==> src/rtl/seg_scan_decoder.sv <==
// Receive-side monitor for a multiplexed seven-segment bus: samples each scanned digit,
// decodes it back to BCD and publishes a frame once two consecutive scans agree.
module seg_scan_decoder #(
    parameter int unsigned NUM_DIGITS     = 4,
    parameter int unsigned SETTLE_CYCLES  = 4,
    parameter int unsigned TIMEOUT_CYCLES = 2000000
) (
    input  logic                    CLK100MHZ,
    input  logic                    RESET_BTN,
    input  logic [7:0]              SevenSegment,
    input  logic [7:0]              SegmentDrivers,
    output logic [4*NUM_DIGITS-1:0] DIGITS,
    output logic [NUM_DIGITS-1:0]   DP_OUT,
    output logic                    FRAME_VALID,
    output logic                    DIGIT_ERR,
    output logic                    SCAN_TIMEOUT,
    output logic [7:0]              GLITCH_CNT
);

    localparam int unsigned DW    = 4 * NUM_DIGITS;
    localparam int unsigned IDX_W = (NUM_DIGITS > 1) ? $clog2(NUM_DIGITS) : 1;
    localparam int unsigned SET_W = $clog2(SETTLE_CYCLES + 1);
    localparam int unsigned TO_W  = $clog2(TIMEOUT_CYCLES + 1);
    localparam logic [SET_W-1:0] SET_LAST   = SET_W'(SETTLE_CYCLES - 1);
    localparam logic [TO_W-1:0]  TO_LAST    = TO_W'(TIMEOUT_CYCLES - 1);
    localparam logic [7:0]       UPPER_MASK = 8'(8'hFF << NUM_DIGITS);

    typedef enum logic [1:0] {
        S_IDLE   = 2'd0,
        S_SETTLE = 2'd1,
        S_SAMPLE = 2'd2,
        S_HOLD   = 2'd3
    } state_t;

    function automatic logic [3:0] seg_decode(input logic [6:0] s);
        case (s)
            7'h40:   seg_decode = 4'h0;
            7'h79:   seg_decode = 4'h1;
            7'h24:   seg_decode = 4'h2;
            7'h30:   seg_decode = 4'h3;
            7'h19:   seg_decode = 4'h4;
            7'h12:   seg_decode = 4'h5;
            7'h02:   seg_decode = 4'h6;
            7'h78:   seg_decode = 4'h7;
            7'h00:   seg_decode = 4'h8;
            7'h10:   seg_decode = 4'h9;
            7'h7F:   seg_decode = 4'hE;
            default: seg_decode = 4'hF;
        endcase
    endfunction

    logic [7:0]       an_s1_q, an_s1_d, an_s2_q, an_s2_d;
    logic [7:0]       seg_s1_q, seg_s1_d, seg_s2_q, seg_s2_d;
    state_t           state_q, state_d;
    logic [7:0]       lat_an_q, lat_an_d, lat_seg_q, lat_seg_d;
    logic [IDX_W-1:0] lat_idx_q, lat_idx_d;
    logic [SET_W-1:0] set_cnt_q, set_cnt_d;
    logic [DW-1:0]    shadow_q, shadow_d, prev_q, prev_d;
    logic [NUM_DIGITS-1:0] shadow_dp_q, shadow_dp_d, prev_dp_q, prev_dp_d;
    logic [NUM_DIGITS-1:0] seen_q, seen_d;
    logic             have_prev_q, have_prev_d;
    logic             done_q, done_d;
    logic [TO_W-1:0]  to_cnt_q, to_cnt_d;
    logic [DW-1:0]    digits_q, digits_d;
    logic [NUM_DIGITS-1:0] dp_q, dp_d;
    logic             fv_q, fv_d, err_q, err_d, tout_q, tout_d;
    logic [7:0]       glitch_q, glitch_d;

    logic [7:0]       low_bits_c;
    logic             an_idle_c, an_legal_c, an_glitch_c;
    logic [IDX_W-1:0] an_idx_c;
    logic             do_sample_c;
    logic [3:0]       code_c;
    logic             frame_has_f_c;

    // Double-register the bus before any decision is made on it
    always_comb begin
        an_s1_d  = SegmentDrivers;
        an_s2_d  = an_s1_q;
        seg_s1_d = SevenSegment;
        seg_s2_d = seg_s1_q;
    end

    // Anode classification: idle gap, single selected digit, or glitch
    always_comb begin
        low_bits_c  = ~an_s2_q & ~UPPER_MASK;
        an_idle_c   = (an_s2_q == 8'hFF);
        an_legal_c  = ((an_s2_q & UPPER_MASK) == UPPER_MASK) && (low_bits_c != 8'h00)
                      && ((low_bits_c & (low_bits_c - 8'd1)) == 8'h00);
        an_glitch_c = !an_idle_c && !an_legal_c;
        an_idx_c    = '0;
        for (int i = 0; i < int'(NUM_DIGITS); i++) begin
            if (!an_s2_q[i]) an_idx_c = IDX_W'(i);
        end
    end

    // Per-digit visit FSM
    always_comb begin
        state_d     = state_q;
        lat_an_d    = lat_an_q;
        lat_seg_d   = lat_seg_q;
        lat_idx_d   = lat_idx_q;
        set_cnt_d   = set_cnt_q;
        do_sample_c = 1'b0;
        case (state_q)
            S_IDLE: begin
                if (an_legal_c) begin
                    lat_an_d  = an_s2_q;
                    lat_seg_d = seg_s2_q;
                    lat_idx_d = an_idx_c;
                    set_cnt_d = '0;
                    state_d   = (SETTLE_CYCLES <= 1) ? S_SAMPLE : S_SETTLE;
                end
            end
            S_SETTLE: begin
                if (an_idle_c) begin
                    state_d = S_IDLE;
                end else if (an_legal_c) begin
                    if (an_s2_q == lat_an_q && seg_s2_q == lat_seg_q) begin
                        set_cnt_d = set_cnt_q + SET_W'(1);
                        if (set_cnt_d == SET_LAST) state_d = S_SAMPLE;
                    end else begin
                        lat_an_d  = an_s2_q;
                        lat_seg_d = seg_s2_q;
                        lat_idx_d = an_idx_c;
                        set_cnt_d = '0;
                    end
                end
            end
            S_SAMPLE: begin
                do_sample_c = 1'b1;
                state_d     = S_HOLD;
            end
            S_HOLD: begin
                if (an_s2_q != lat_an_q) state_d = S_IDLE;
            end
            default: state_d = S_IDLE;
        endcase
        if (an_glitch_c) state_d = S_IDLE;
    end

    // Shadow frame, frame completion, timeout and published outputs
    always_comb begin
        shadow_d    = shadow_q;
        shadow_dp_d = shadow_dp_q;
        prev_d      = prev_q;
        prev_dp_d   = prev_dp_q;
        seen_d      = seen_q;
        have_prev_d = have_prev_q;
        done_d      = do_sample_c;
        to_cnt_d    = to_cnt_q;
        digits_d    = digits_q;
        dp_d        = dp_q;
        err_d       = err_q;
        fv_d        = 1'b0;
        tout_d      = 1'b0;
        glitch_d    = glitch_q;
        code_c      = seg_decode(lat_seg_q[6:0]);

        frame_has_f_c = 1'b0;
        for (int i = 0; i < int'(NUM_DIGITS); i++) begin
            if (shadow_q[4*i +: 4] == 4'hF) frame_has_f_c = 1'b1;
        end

        if (an_glitch_c && glitch_q != 8'hFF) glitch_d = glitch_q + 8'd1;

        if (done_q && (&seen_q)) begin
            if (have_prev_q && shadow_q == prev_q && shadow_dp_q == prev_dp_q) begin
                digits_d = shadow_q;
                dp_d     = shadow_dp_q;
                err_d    = frame_has_f_c;
                fv_d     = 1'b1;
            end
            prev_d      = shadow_q;
            prev_dp_d   = shadow_dp_q;
            have_prev_d = 1'b1;
            seen_d      = '0;
            to_cnt_d    = '0;
        end else if (seen_q != '0) begin
            if (to_cnt_q == TO_LAST) begin
                tout_d      = 1'b1;
                seen_d      = '0;
                have_prev_d = 1'b0;
                to_cnt_d    = '0;
            end else begin
                to_cnt_d = to_cnt_q + TO_W'(1);
            end
        end

        // A fresh sample survives a same-cycle timeout clear
        if (do_sample_c) begin
            for (int i = 0; i < int'(NUM_DIGITS); i++) begin
                if (IDX_W'(i) == lat_idx_q) begin
                    shadow_d[4*i +: 4] = code_c;
                    shadow_dp_d[i]     = ~lat_seg_q[7];
                    seen_d[i]          = 1'b1;
                end
            end
        end
    end

    always_ff @(posedge CLK100MHZ or negedge RESET_BTN) begin
        if (!RESET_BTN) begin
            an_s1_q     <= 8'hFF;
            an_s2_q     <= 8'hFF;
            seg_s1_q    <= 8'hFF;
            seg_s2_q    <= 8'hFF;
            state_q     <= S_IDLE;
            lat_an_q    <= 8'hFF;
            lat_seg_q   <= 8'hFF;
            lat_idx_q   <= '0;
            set_cnt_q   <= '0;
            shadow_q    <= '0;
            shadow_dp_q <= '0;
            prev_q      <= '0;
            prev_dp_q   <= '0;
            seen_q      <= '0;
            have_prev_q <= 1'b0;
            done_q      <= 1'b0;
            to_cnt_q    <= '0;
            digits_q    <= '0;
            dp_q        <= '0;
            fv_q        <= 1'b0;
            err_q       <= 1'b0;
            tout_q      <= 1'b0;
            glitch_q    <= 8'h00;
        end else begin
            an_s1_q     <= an_s1_d;
            an_s2_q     <= an_s2_d;
            seg_s1_q    <= seg_s1_d;
            seg_s2_q    <= seg_s2_d;
            state_q     <= state_d;
            lat_an_q    <= lat_an_d;
            lat_seg_q   <= lat_seg_d;
            lat_idx_q   <= lat_idx_d;
            set_cnt_q   <= set_cnt_d;
            shadow_q    <= shadow_d;
            shadow_dp_q <= shadow_dp_d;
            prev_q      <= prev_d;
            prev_dp_q   <= prev_dp_d;
            seen_q      <= seen_d;
            have_prev_q <= have_prev_d;
            done_q      <= done_d;
            to_cnt_q    <= to_cnt_d;
            digits_q    <= digits_d;
            dp_q        <= dp_d;
            fv_q        <= fv_d;
            err_q       <= err_d;
            tout_q      <= tout_d;
            glitch_q    <= glitch_d;
        end
    end

    assign DIGITS       = digits_q;
    assign DP_OUT       = dp_q;
    assign FRAME_VALID  = fv_q;
    assign DIGIT_ERR    = err_q;
    assign SCAN_TIMEOUT = tout_q;
    assign GLITCH_CNT   = glitch_q;

endmodule

==> config.mk <==
export PLATFORM = sky130hd
export DESIGN_NAME = seg_scan_decoder
export DESIGN_NICKNAME = d
export VERILOG_FILES = /design/src/rtl/seg_scan_decoder.sv
export SDC_FILE = /design/constraint.sdc
export NUM_CORES = 1
export LEC_CHECK = 0
export BUFFER_PORTS_ARGS = -buffer_cell sky130_fd_sc_hd__buf_2
export CAP_MARGIN = 20
export CORE_MARGIN = 5
export CORE_UTILIZATION = 25
export CTS_CLUSTER_DIAMETER = 40
export DETAILED_ROUTE_END_ITERATION = 7
export GPL_TIMING_DRIVEN = 0
export PLACE_DENSITY_LB_ADDON = 0.1
export SLEW_MARGIN = 15
export SYNTH_ARGS = -nofsm -noshare
export SYNTH_HDL_FRONTEND = slang
export SYNTH_SLANG_ARGS = --single-unit
==> constraint.sdc <==
create_clock -name CLK100MHZ -period 2.3 [get_ports CLK100MHZ]
set_clock_uncertainty 0.05 [all_clocks]
set_input_delay 0.23 -clock CLK100MHZ [delete_from_list [all_inputs] [get_ports CLK100MHZ]]
set_output_delay 0.23 -clock CLK100MHZ [all_outputs]
set_load 0.005 [all_outputs]
Yosys cells after proc, flatten, opt, wreduce, memory -nomap -nowiden

Cells that the tools add are included.

Bits in read-only memories: 0
Input bits: 18
Bits in latches: 0
Register bits after elaboration: 153
Word-level logic and storage cells: 160
Memory bits (writable): 0
Memories kept: 0
Output and inout port bits: 31

Bitwise logic cells: 3
Eq/ne operators: 39
$add $sub $neg: 4
Reduce and logical (&&, ||, !) cells: 29
Muxes and demuxes: 56
Order comparisons: 0
Shift operators: 0
Multiply operators: 0
Div/mod/pow operators: 0

Operators by type and width:

| cell                                                                   | number |
|---|---|
| 8-bit 2-to-1 mux                                                       | 8 |
| 21-bit 2-to-1 mux                                                      | 3 |
| 4-bit case mux with 11 select lines                                    | 1 |
| 8-bit case mux with 2 select lines                                     | 2 |
| 7-bit equality test (second input constant)                            | 4 |
| 2-bit 2-to-1 mux                                                       | 13 |
| 21-bit by 1-bit adder with 21-bit output (second input constant)       | 1 |
| 21-bit equality test (second input constant)                           | 1 |
| 7-bit by 5-bit equality test with 1-bit output (second input constant) | 3 |
| 4-bit equality test (second input constant)                            | 5 |
| 1-bit 2-to-1 mux                                                       | 18 |
| 16-bit equality test                                                   | 1 |
| 8-bit equality test                                                    | 2 |
| 4-bit 2-to-1 mux                                                       | 4 |
| 7-bit by 6-bit equality test with 1-bit output (second input constant) | 2 |
| 3-bit 2-to-1 mux                                                       | 4 |
| 4-bit != test (second input constant)                                  | 3 |
| 2-bit AND reduction                                                    | 6 |
| 5-bit AND reduction                                                    | 2 |
| 8-bit by 1-bit adder with 8-bit output (second input constant)         | 1 |
| 4-bit by 8-bit bitwise AND with 8-bit output                           | 1 |
| 8-bit equality test (second input constant)                            | 1 |
| 1-bit logical AND                                                      | 8 |
| 8-bit zero test                                                        | 1 |
| 25 further kinds                                                       | 36 |

Longest topological paths before layout

Gate-level depths: netlist of run 1.

Depth after elaboration: 9
Gate-level depth with buffers: 7
Mapped depth without buffers: 6

Worst setup path after synthesis of run 1

Ideal clock, no wire load.

Kind: reg2reg
Start point: register an_s2_q[1]
End point: register lat_an_q[0]
Cell stages (with the launch flop): 8
Buffers on the path: 2
Arrival: 2.040 ns
Setup time: 0.082 ns
Slack: 0.128 ns
Clock period less this slack: 2.172 ns
Data required time: 2.168 ns
Cells stage by stage: dfstp_2 -> buf_4 -> nand3_1 -> a211o_1 -> a31o_2 -> a21oi_4 -> buf_4 -> mux2_2

Cells in the longest elaborated chain, start to end: 7
Elaborated cells on any way between the ends: 15
Classes of those cells: add/sub (1); eq/ne (6); bitwise (2); reduce/logical (6)

Ends and longest elaborated chain:

| what                                         | line | RTL |
|---|---|---|
| start, declared                              | 52   | `logic [7:0] an_s1_q, an_s1_d, an_s2_q, an_s2_d;` |
| start signal, assigned                       | 229  | `an_s2_q <= an_s2_d;` |
| 4-bit NOT                                    | 86   | `low_bits_c = ~an_s2_q & ~UPPER_MASK;` |
| 4-bit by 1-bit subtractor with 5-bit output  | 89   | `&& ((low_bits_c & (low_bits_c - 8'd1)) == 8'h00);` |
| 4-bit by 8-bit bitwise AND with 8-bit output | 89   |  |
| 8-bit zero test                              | 89   |  |
| 1-bit logical AND                            | 89   |  |
| 2-bit != test (no source line)               | n/a  |  |
| 5-bit AND reduction (no source line) *       | n/a  |  |
| end signal, assigned                         | 233  | `lat_an_q <= lat_an_d;` |
| end, declared                                | 55   | `logic [7:0] lat_an_q, lat_an_d, lat_seg_q, lat_seg_d;` |

Mark *: on every way between the ends. The rest lies on a longest branch, timed or not.
A chain may end at the register's enable or synchronous reset.

Final worst setup path of run 1

Start point: register seen_q[1]
End point: register digits_q[1], in the netlist DIGITS[1]

Cells in the longest elaborated chain, start to end: 3

Ends and longest elaborated chain:

| what                                 | line | RTL |
|---|---|---|
| start, declared                      | 60   | `logic [NUM_DIGITS-1:0] seen_q, seen_d;` |
| start signal, assigned               | 241  | `seen_q <= seen_d;` |
| 4-bit AND reduction                  | 167  | `if (done_q && (&seen_q)) begin` |
| 1-bit logical AND                    | 167  |  |
| 2-bit AND reduction (no source line) | n/a  |  |
| end signal, assigned                 | 245  | `digits_q <= digits_d;` |
| end, declared                        | 64   | `logic [DW-1:0] digits_q, digits_d;` |

No other way between the ends.

==> results of run 1 <==
cells by family (layout without fill, tap and decap cells):
group                      count (synthesis)  count (layout)  share of synthesized area
AOI/OAI and AO/OA                         68              68                     0.0634
xor gates and xnor gates                  54              54                     0.0694
adders and majority gates                  5               5                    0.00882
buffers and inverters                     29             137                     0.0219
DFF                                      153             153                      0.571
muxes                                     37              37                     0.0720
and+or+nand+nor                          261             261                      0.193
flip-flops by register name (all words and copies together) (netlist names), 16 cells and up:
| signal | cells |
|---|---|
| to_cnt_q | 21 |
| DIGITS | 16 |
| shadow_q | 16 |
| prev_q | 16 |
where the power goes:
| part | switching, mW | total, mW | internal (mW) | leakage [nW] |
|---|---|---|---|---|
| registers | 0.201 | 3.15 | 2.95 | 1.94 |
| logic | 0.426 | 0.837 | 0.411 | 1.68 |
| clock network | 1.13 | 3.09 | 1.96 | 0.303 |
| total | 1.76 | 7.07 | 5.32 | 3.92 |
final cells by class:
type / instances / area, µm²
clock buffers: 21 / 450
well taps: 341 / 427
plain buffers: 21 / 131
flip-flops and latches: 153 / 3900
multi-input cells: 425 / 2840
repair buffers: 78 / 538
fillers: 2769 / 18400
clock inverters: 11 / 195
inverters: 6 / 22.5
cell usage in the layout (no fill, tap or decap), types with 8 or more instances in the layout:
| master | synthesis | final |
|---|---|---|
| sky130_fd_sc_hd__nand4_1 | 24 | 24 |
| sky130_fd_sc_hd__mux2_2 | 16 | 16 |
| sky130_fd_sc_hd__nand3_1 | 20 | 20 |
| sky130_fd_sc_hd__xnor2_1 | 30 | 30 |
| sky130_fd_sc_hd__dfrtp_1 | 105 | 99 |
| sky130_fd_sc_hd__o21ai_0 | 23 | 23 |
| sky130_fd_sc_hd__dlygate4sd3_1 | 0 | 17 |
| sky130_fd_sc_hd__mux2_4 | 20 | 20 |
| sky130_fd_sc_hd__nand2_1 | 107 | 106 |
| sky130_fd_sc_hd__buf_2 | 2 | 50 |
| sky130_fd_sc_hd__nand2b_1 | 8 | 8 |
| sky130_fd_sc_hd__nor2_1 | 32 | 31 |
| sky130_fd_sc_hd__nor3_1 | 12 | 11 |
| sky130_fd_sc_hd__clkbuf_16 | 0 | 17 |
| sky130_fd_sc_hd__xor2_1 | 24 | 24 |
| sky130_fd_sc_hd__buf_4 | 2 | 13 |
| sky130_fd_sc_hd__clkbuf_1 | 13 | 11 |
| sky130_fd_sc_hd__and3_1 | 8 | 8 |
| sky130_fd_sc_hd__a21oi_1 | 20 | 20 |
| sky130_fd_sc_hd__dfstp_2 | 48 | 48 |
metrics by stage:
| stage | power (mW) | instance area (µm²) | cells | setup TNS [ps] |
|---|---|---|---|---|
| floorplan | 3.65 | 6810 | 607 | 0 |
| global placement | 3.96 | 7480 | 996 | -182230 |
| detailed placement | 3.99 | 7510 | 997 | -6510 |
| CTS | 7.19 | 8410 | 1051 | -0.259 |
| global route | 7.44 | 8500 | 1056 | -429 |
| finish | 7.07 | 8500 | 1056 | 0 |
worst register-to-register path, delay by kind of cell, from the launching register on:
family        cells  cell delay [ps]
flops             1              430
simple gates      3             1170
mux               1              310
buf+inv           1              180
what timing repair did:
action | CTS | global route
pin swaps | 3 | 4
endpoints found under the setup margin | 54 | 60
setup buffers | 6 | 6
hold buffers | 17 | 0
gates cloned | 0 | 0
resized for setup | 11 | 15
hold endpoints to repair | 39 | 0
worst min-delay path by stage:
stage	startpoint	end	slack, ps
after floorplan	RESET_BTN	DIGITS[0]	-120
after global placement	SegmentDrivers[4]	an_s1_q[4]	280
after detailed placement	RESET_BTN	to_cnt_q[14]	130
after CTS	RESET_BTN	to_cnt_q[14]	270
after global routing	RESET_BTN	to_cnt_q[13]	280
final	RESET_BTN	to_cnt_q[12]	260
layer usage:
layer	vias to the layer above	wire length [µm]	GRT usage	part of all wire
li1	2303	-	-	-
met4	0	182	0.0324	0.012
met1	2302	7800	0.151	0.50
met3	16	498	0.0247	0.032
met2	81	7160	0.161	0.46
met5	-	0	0	0
==> impl_metrics.toml, run 1 <==
[status]
run_status = "finished clean"

[route]
per_cell_routed_wire_length_um = 14.8
drc_errors = 0
first_iter_violations = 185
wirelength_mm = 15.6
count_of_tritonroute_iterations_in_the_first_routing_pass = 4
ant_nets = 0
vias_per_cell = 4.45
routed-via-count = 4702

[cts]
worst_path_clk_slew_ps = 60
ctsLongestPathBuffers = 2
clk_root_buffer_cell = "sky130_fd_sc_hd__clkbuf_16"
clock_network_latency_to_the_later_pin_of_the_worst_skew_pair_ps = 420
clkSinkCount = 153
cts_made_buffers = 17
htree_levels = 4
cts_tree = "built"

[worst_setup_path]
timing.critical_path.buf_inv = 1
chain_of_cells_forming_the_critical_path = "and3_1 > nand3_1 > or4_4 > buf_8 > mux2_4"
critical-path-slowest-cell = "sky130_fd_sc_hd__or4_4"
cp-startpoint = "seen_q[1]"
rr_endpoint = "DIGITS[1]"
timing.critical_path.required_ps = 2550
worst_reg2reg_setup_slack_ps = 50
r2r-start = "seen_q[1]"
type_of_element_capturing_the_critical_path = "register"
worstPathArrival_ps = 2500
r2r.worst_path.cells = 5
path_depth = 5
path_max_fanout = 10
slowest_delay_ps = 670
critical_path.top_delay_family = "simple AND/OR/NAND/NOR gates"
worst-setup-path-type = "reg2reg"
startpoint_type = "register"
cp-endpoint = "DIGITS[1]"

[synthesis]
synth.top_cell.area_share = 0.386
synth_seq_cells = 153
synth.area.top_cells = "sky130_fd_sc_hd__dfrtp_1, sky130_fd_sc_hd__dfstp_2, sky130_fd_sc_hd__nand2_1"
ys_seq_area_frac = 0.571
synth.net_count = 629
post_synth_num_cell_types = 58
top_count_cell_post_synth = "sky130_fd_sc_hd__nand2_1"
synth.cell_area_um2 = 6810
yosys_warnings = 0
netlist.top_cell.by_area = "sky130_fd_sc_hd__dfrtp_1"
synth-main-ff-cell = "sky130_fd_sc_hd__dfrtp_1"
synthesis.instances = 607
synthArstFlopShare = 1.00
synth_area_per_cell_um2 = 11.2
synth-edff-count = 0
top_cells_by_count_synth = "sky130_fd_sc_hd__nand2_1, sky130_fd_sc_hd__dfrtp_1, sky130_fd_sc_hd__dfstp_2"

[floorplanning]
initial_utilization = 0.253
io_pins = 49
die_width_um = 175
placementRows = 60
core_area_um2 = 26900
die_area_um2 = 30600
dieHeight_um = 175

[global_route]
grt-ovfl-total = 0
largest_net_degree_at_the_start_of_global_routing = 103
number_of_global_route_vias_before_repair = 4814
antenna_violations_before_repair = 0
grt_first_pass_wirelength_mm = 26.3
groute.usage.overall = 0.106

[place]
port_buffers = 48
detailed_place_hpwl_mm = 10.5
place_worst_setup_slack_ps = -589
place_congestion = 0.800

[pwr]
power_density_nw_per_um2 = 832
p_leak_nw = 3.92
vdd.ir_drop.worst_uv = 458

[sta]
finalWorstPathRequiredPeriod_ps = 2250
worst_pin_slew_ps = 811
finalMaxSlewViolations = 0
post-route-period-util = 0.978
timing.slew.headroom = 0.458
timing_hold_violations_final = 0
fmaxAchievable_ghz = 0.445
rsz0062_at_grt = "yes"
report.final.setup_viol = 0
hold-worst-slack_ps = 261
postLayoutSetupSlackWorst_ps = 51.4

[cells_and_area]
num_antenna_cells = 0
syn2layout_area_growth_pct = 24.8
finalNetCount = 724
drive_gt1_frac = 0.301
final_util = 0.316

[min_path]
min-delay-path-class = "in2async"

[job]
maxCapViolCount = 0
Note: power is estimated with default switching activity, not from simulation.
==> inputs of run 2 (changes only) <==
==> constraint.sdc (replaced) <==
create_clock -name CLK100MHZ -period 1.9 [get_ports CLK100MHZ]
set_clock_uncertainty 0.05 [all_clocks]
set_input_delay 0.19 -clock CLK100MHZ [delete_from_list [all_inputs] [get_ports CLK100MHZ]]
set_output_delay 0.19 -clock CLK100MHZ [all_outputs]
set_load 0.005 [all_outputs]
==> run 2 against run 1 <==
  * The flow now finishes with violations (negative setup slack)
  * Clock-buffer cell count down 2
  * Non-clock buffer count up 57
  * Hold slack worse by 30 ps
  * Design area up 12%
  * Critical path type unchanged
  * Flip-flop and latch count unchanged
  * Combinational power up 90%
  * Worst setup slack worse by 360 ps
  * Sequential share of layout area down 4.7 points
  * Final cell count up 5.4%
  * Sequential power up 21%
==> impl_metrics.toml, run 2 (synthesis gave the netlist of run 1 again) <==
[floorplanning]
dieHeight_um = 175
core_area_um2 = 26900
placementRows = 60
initial_utilization = 0.253
die_width_um = 175
die_area_um2 = 30600
io_pins = 49

[cts]
clock_network_latency_to_the_later_pin_of_the_worst_skew_pair_ps = 420
clkSinkCount = 153
worst_path_clk_slew_ps = 70
htree_levels = 4
ctsLongestPathBuffers = 2
cts_made_buffers = 17
cts_tree = "built"
clk_root_buffer_cell = "sky130_fd_sc_hd__clkbuf_16"

[place]
port_buffers = 48
detailed_place_hpwl_mm = 10.7
dp_cells = 997
place_worst_setup_slack_ps = -551
place_congestion = 0.768

[sta]
timing_hold_violations_final = 0
finalWorstPathRequiredPeriod_ps = 2210
timing.slew.headroom = 0.500
hold-worst-slack_ps = 231
postLayoutSetupSlackWorst_ps = -309
rsz0062_at_grt = "yes"
worst_pin_slew_ps = 744
report.final.setup_viol = 43
post-route-period-util = 1.16
finalMaxSlewViolations = 0
fmaxAchievable_ghz = 0.453

[cells_and_area]
leading_cell_types_in_the_layout_fill_and_taps_excluded = "sky130_fd_sc_hd__nand2_1, sky130_fd_sc_hd__dfrtp_1, sky130_fd_sc_hd__buf_4, sky130_fd_sc_hd__dfstp_2, sky130_fd_sc_hd__buf_2"
finalNetCount = 781
syn2layout_area_growth_pct = 39.3
flip_flop_count_of_the_largest_register_after_layout = 21
fin_cells = 1113
drive_gt1_frac = 0.443
most_flops_register = "to_cnt_q"
layout.cells.most_common = "sky130_fd_sc_hd__nand2_1"
num_antenna_cells = 0

[min_path]
min-delay-path-class = "in2async"

[pwr]
p_leak_nw = 4.37
power_density_nw_per_um2 = 927
vdd.ir_drop.worst_uv = 540

[global_route]
grtUsageMet3 = 0.0244
top_usage_layer = "met2"
groute.usage.overall = 0.111
gr-usage-met1 = 0.151
grt-ovfl-total = 0
number_of_global_route_vias_before_repair = 5165
antenna_violations_before_repair = 0
grt_first_pass_wirelength_mm = 27.5
largest_net_degree_at_the_start_of_global_routing = 94
grt.met2_usage = 0.179

[worst_setup_path]
type_of_element_capturing_the_critical_path = "register"
r2r.worst_path.cells = 6
rr_endpoint = "DIGITS[0]"
worstPathArrival_ps = 2460
critical-path-slowest-cell = "sky130_fd_sc_hd__or4_4"
worst_reg2reg_setup_slack_ps = -310
path_max_fanout = 10
worst-setup-path-type = "reg2reg"
chain_of_cells_forming_the_critical_path = "xor2_1 > nor4_1 > nand4_1 > or4_4 > buf_12 > mux2_4"
r2r-start = "shadow_q[11]"
startpoint_type = "register"
timing.critical_path.required_ps = 2150
slowest_delay_ps = 500

[route]
vias_per_cell = 4.46
per_cell_routed_wire_length_um = 15.0
drc_errors = 0
ant_nets = 0
first_iter_violations = 265
routed-via-count = 4960
count_of_tritonroute_iterations_in_the_first_routing_pass = 5
wirelength_mm = 16.7

[status]
failed_checks = "negative setup slack"
run_status = "complete, but fails checks"

[job]
maxCapViolCount = 0
==> run 2: final cells by class <==
| type | count | area, µm² |
|---|---|---|
| Multi-Input combinational cell | 425 | 3330 |
| Timing Repair Buffer | 140 | 1050 |
| Clock buffer | 19 | 443 |
| Clock inverter | 13 | 144 |
| Sequential cell | 153 | 3910 |
| Buffer | 16 | 168 |
| Tap cell | 341 | 427 |
| Fill cell | 2652 | 17400 |
| Inverter | 6 | 22.5 |
==> run 2: worst max-delay path by stage <==
stage / from / end / slack (ps) / cells past startpoint
5_1_grt: shadow_q[7] / DIGITS[0] / -390 / 6
3_5_place_dp: lat_seg_q[4] / shadow_q[1] / -550 / 6
2_1_floorplan: an_s2_q[4] / lat_an_q[0] / -160 / 6
3_3_place_gp: RESET_BTN / GLITCH_CNT[3] / -1800 / 1
4_1_cts: shadow_q[7] / DIGITS[0] / -360 / 6
6_report: shadow_q[11] / DIGITS[0] / -310 / 6
==> run 2: power by group <==
part / leakage [nW] / internal (mW) / switching, mW / total [mW]
clock network: 0.272 / 1.98 / 1.40 / 3.38
registers: 1.93 / 3.57 / 0.251 / 3.82
logic: 2.17 / 0.870 / 0.722 / 1.59
==> run 2: metrics by stage <==
step | TNS, ps | utilization | area, µm² | total power, mW
after floorplan | -4070 | - | 6880 | 4.46
after global placement | -260000 | 0.281 | 7540 | 4.82
after detailed placement | -31850 | 0.282 | 7580 | 4.87
after CTS | -10960 | 0.338 | 9090 | 8.75
after global routing | -13820 | 0.353 | 9480 | 9.23
final | -9630 | 0.353 | 9480 | 8.79
==> run 2: layer usage <==
layer | vias to the layer above | wire [µm]
met5 | - | 0
met4 | 0 | 179
met3 | 11 | 565
met2 | 79 | 7990
met1 | 2457 | 7980
li1 | 2413 | -
==> run 2: what timing repair did <==
action | CTS | global route
buffers inserted | 56 | 22
hold buffers | 17 | 0
endpoints found under the setup margin | 93 | 101
cloned | 1 | 0
pin swaps | 29 | 39
resized for setup | 88 | 81
hold endpoints to repair | 31 | 0
==> run 2: critical path: cells and delay by family, from the launching register on <==
family	cells	cell delay, ps
simple gates	3	960
flops	1	450
xor+xnor	1	160
buf+inv	1	180
mux	1	290
==> inputs of run 3 (changes only) <==
--- a/config.mk
+++ b/config.mk
@@ -7,6 +7,7 @@
 export LEC_CHECK = 0
 export BUFFER_PORTS_ARGS = -buffer_cell sky130_fd_sc_hd__buf_2
 export CAP_MARGIN = 20
+export CORE_ASPECT_RATIO = 1.75
 export CORE_MARGIN = 5
 export CORE_UTILIZATION = 25
 export CTS_CLUSTER_DIAMETER = 40
==> run 3 against run 2 <==
  * The run still ends with negative setup slack left
  * Worst setup slack lost 28 ps
  * Sequential power is essentially flat
  * Final cell count grew 0.63%
  * Clock power shrank 6.2%
  * Critical path depth is the same
  * Die area grew 0.42%
  * Sequential share of layout area grew 1.0 points
  * Combinational power shrank 11%
  * Global-route usage grew 0.62 points
==> impl_metrics.toml, run 3 (synthesis gave the netlist of run 1 again) <==
[cts]
htree_levels = 4
ctsLongestPathBuffers = 2
worst_path_clk_slew_ps = 70
clk_root_buffer_cell = "sky130_fd_sc_hd__clkbuf_16"
clock_network_latency_to_the_later_pin_of_the_worst_skew_pair_ps = 430
cts_made_buffers = 17
cts_tree = "built"
clkSinkCount = 153

[global_route]
largest_net_degree_at_the_start_of_global_routing = 101
antenna_violations_before_repair = 0
number_of_global_route_vias_before_repair = 5284
grt-ovfl-total = 0
grt_first_pass_wirelength_mm = 28.3
groute.usage.overall = 0.117

[sta]
post-route-period-util = 1.18
finalMaxSlewViolations = 0
sum_neg_setup_slack_ps = -12690
report.final.setup_viol = 60
hold-worst-slack_ps = 211
postLayoutSetupSlackWorst_ps = -337
worst_pin_slew_ps = 662
timing_hold_violations_final = 0
finalWorstPathRequiredPeriod_ps = 2240
rsz0062_at_grt = "yes"
timing.slew.headroom = 0.556
fmaxAchievable_ghz = 0.447

[route]
ant_nets = 0
count_of_tritonroute_iterations_in_the_first_routing_pass = 4
routed-via-count = 4967
vias_per_cell = 4.43
first_iter_violations = 303
drc_errors = 0
wirelength_mm = 17.6
per_cell_routed_wire_length_um = 15.7

[cells_and_area]
most_flops_register = "to_cnt_q"
num_antenna_cells = 0
drive_gt1_frac = 0.413
final_util = 0.341
layout.cells.most_common = "sky130_fd_sc_hd__nand2_1"
leading_cell_types_in_the_layout_fill_and_taps_excluded = "sky130_fd_sc_hd__nand2_1, sky130_fd_sc_hd__dfrtp_1, sky130_fd_sc_hd__dfstp_2, sky130_fd_sc_hd__buf_2, sky130_fd_sc_hd__buf_4"
finalNetCount = 760
flip_flop_count_of_the_largest_register_after_layout = 21
syn2layout_area_growth_pct = 35.8

[floorplanning]
placementRows = 80
die_area_um2 = 30800
die_width_um = 135
dieHeight_um = 228
initial_utilization = 0.251
io_pins = 49
core_area_um2 = 27100

[worst_setup_path]
timing.critical_path.required_ps = 2150
worstPathArrival_ps = 2490
worst-setup-path-type = "reg2reg"
worst_reg2reg_setup_slack_ps = -340
type_of_element_capturing_the_critical_path = "register"
startpoint_type = "register"
path_max_fanout = 10

[pwr]
vdd.ir_drop.worst_uv = 651
totalPowerFinal_mw = 8.38
p_leak_nw = 4.25
power_density_nw_per_um2 = 906

[place]
place_congestion = 0.809
place_worst_setup_slack_ps = -632
port_buffers = 48
detailed_place_hpwl_mm = 11.8

[job]
maxCapViolCount = 0

[status]
failed_checks = "negative setup slack"
run_status = "complete, but fails checks"

[min_path]
min-delay-path-class = "in2async"
run 3: power by group:
| part | switching, mW | internal, mW | total (mW) |
|---|---|---|---|
| logic | 0.643 | 0.765 | 1.41 |
| clock network | 1.39 | 1.78 | 3.17 |
| registers | 0.236 | 3.57 | 3.81 |
| total | 2.27 | 6.11 | 8.38 |
run 3: path summary, 6_finish.rpt:
| path | start | endpoint | depth (start not counted) |
|---|---|---|---|
| max in group asynchronous | RESET_BTN | shadow_q[0] | 3 |
| min in group CLK100MHZ | seg_s1_q[2] | seg_s2_q[2] | 0 |
| setup reg to reg | shadow_q[7] | DIGITS[3] | 6 |
| hold reg to reg | seg_s1_q[2] | seg_s2_q[2] | 0 |
| setup / recovery | shadow_q[7] | DIGITS[3] | 6 |
| hold / removal | RESET_BTN | to_cnt_q[13] | 2 |
run 3: what timing repair did:
item,in CTS,in global routing
hold buffers,17,0
hold endpoints to repair,69,0
cloned,0,2
setup endpoints to repair,92,108
pin swaps,37,28
gates resized for setup,72,62
setup buffers,30,22
run 3: metal layers:
metal | GRT usage | wire length, µm | vias up
met5 | 0 | 0 | -
met4 | 0.0404 | 265 | 0
met1 | 0.118 | 6500 | 2491
met3 | 0.0258 | 547 | 20
li1 | - | - | 2373
met2 | 0.230 | 10300 | 83
run 3: final cells by class:
type	instances	area, µm²
clock inverters	11	68.8
flip-flops and latches	153	3900
inverters	6	22.5
clock buffers	21	472
repair buffers	120	960
multi-input cells	425	3220
plain buffers	15	144
fillers	2724	17900
well taps	369	462
run 3: critical path: stages (launching register included):
cell	delay, ps
sky130_fd_sc_hd__dfrtp_2	440
sky130_fd_sc_hd__xor2_1	160
sky130_fd_sc_hd__nor4_2	310
sky130_fd_sc_hd__nand4_1	170
sky130_fd_sc_hd__or4_4	490
sky130_fd_sc_hd__buf_12	180
sky130_fd_sc_hd__mux2_4	300
run 3: per-stage QoR:
step,instances,area [µm²]
floorplan,607,6880
global placement,1024,7580
detailed placement,1025,7620
CTS,1101,8840
global route,1120,9250
finish,1120,9250
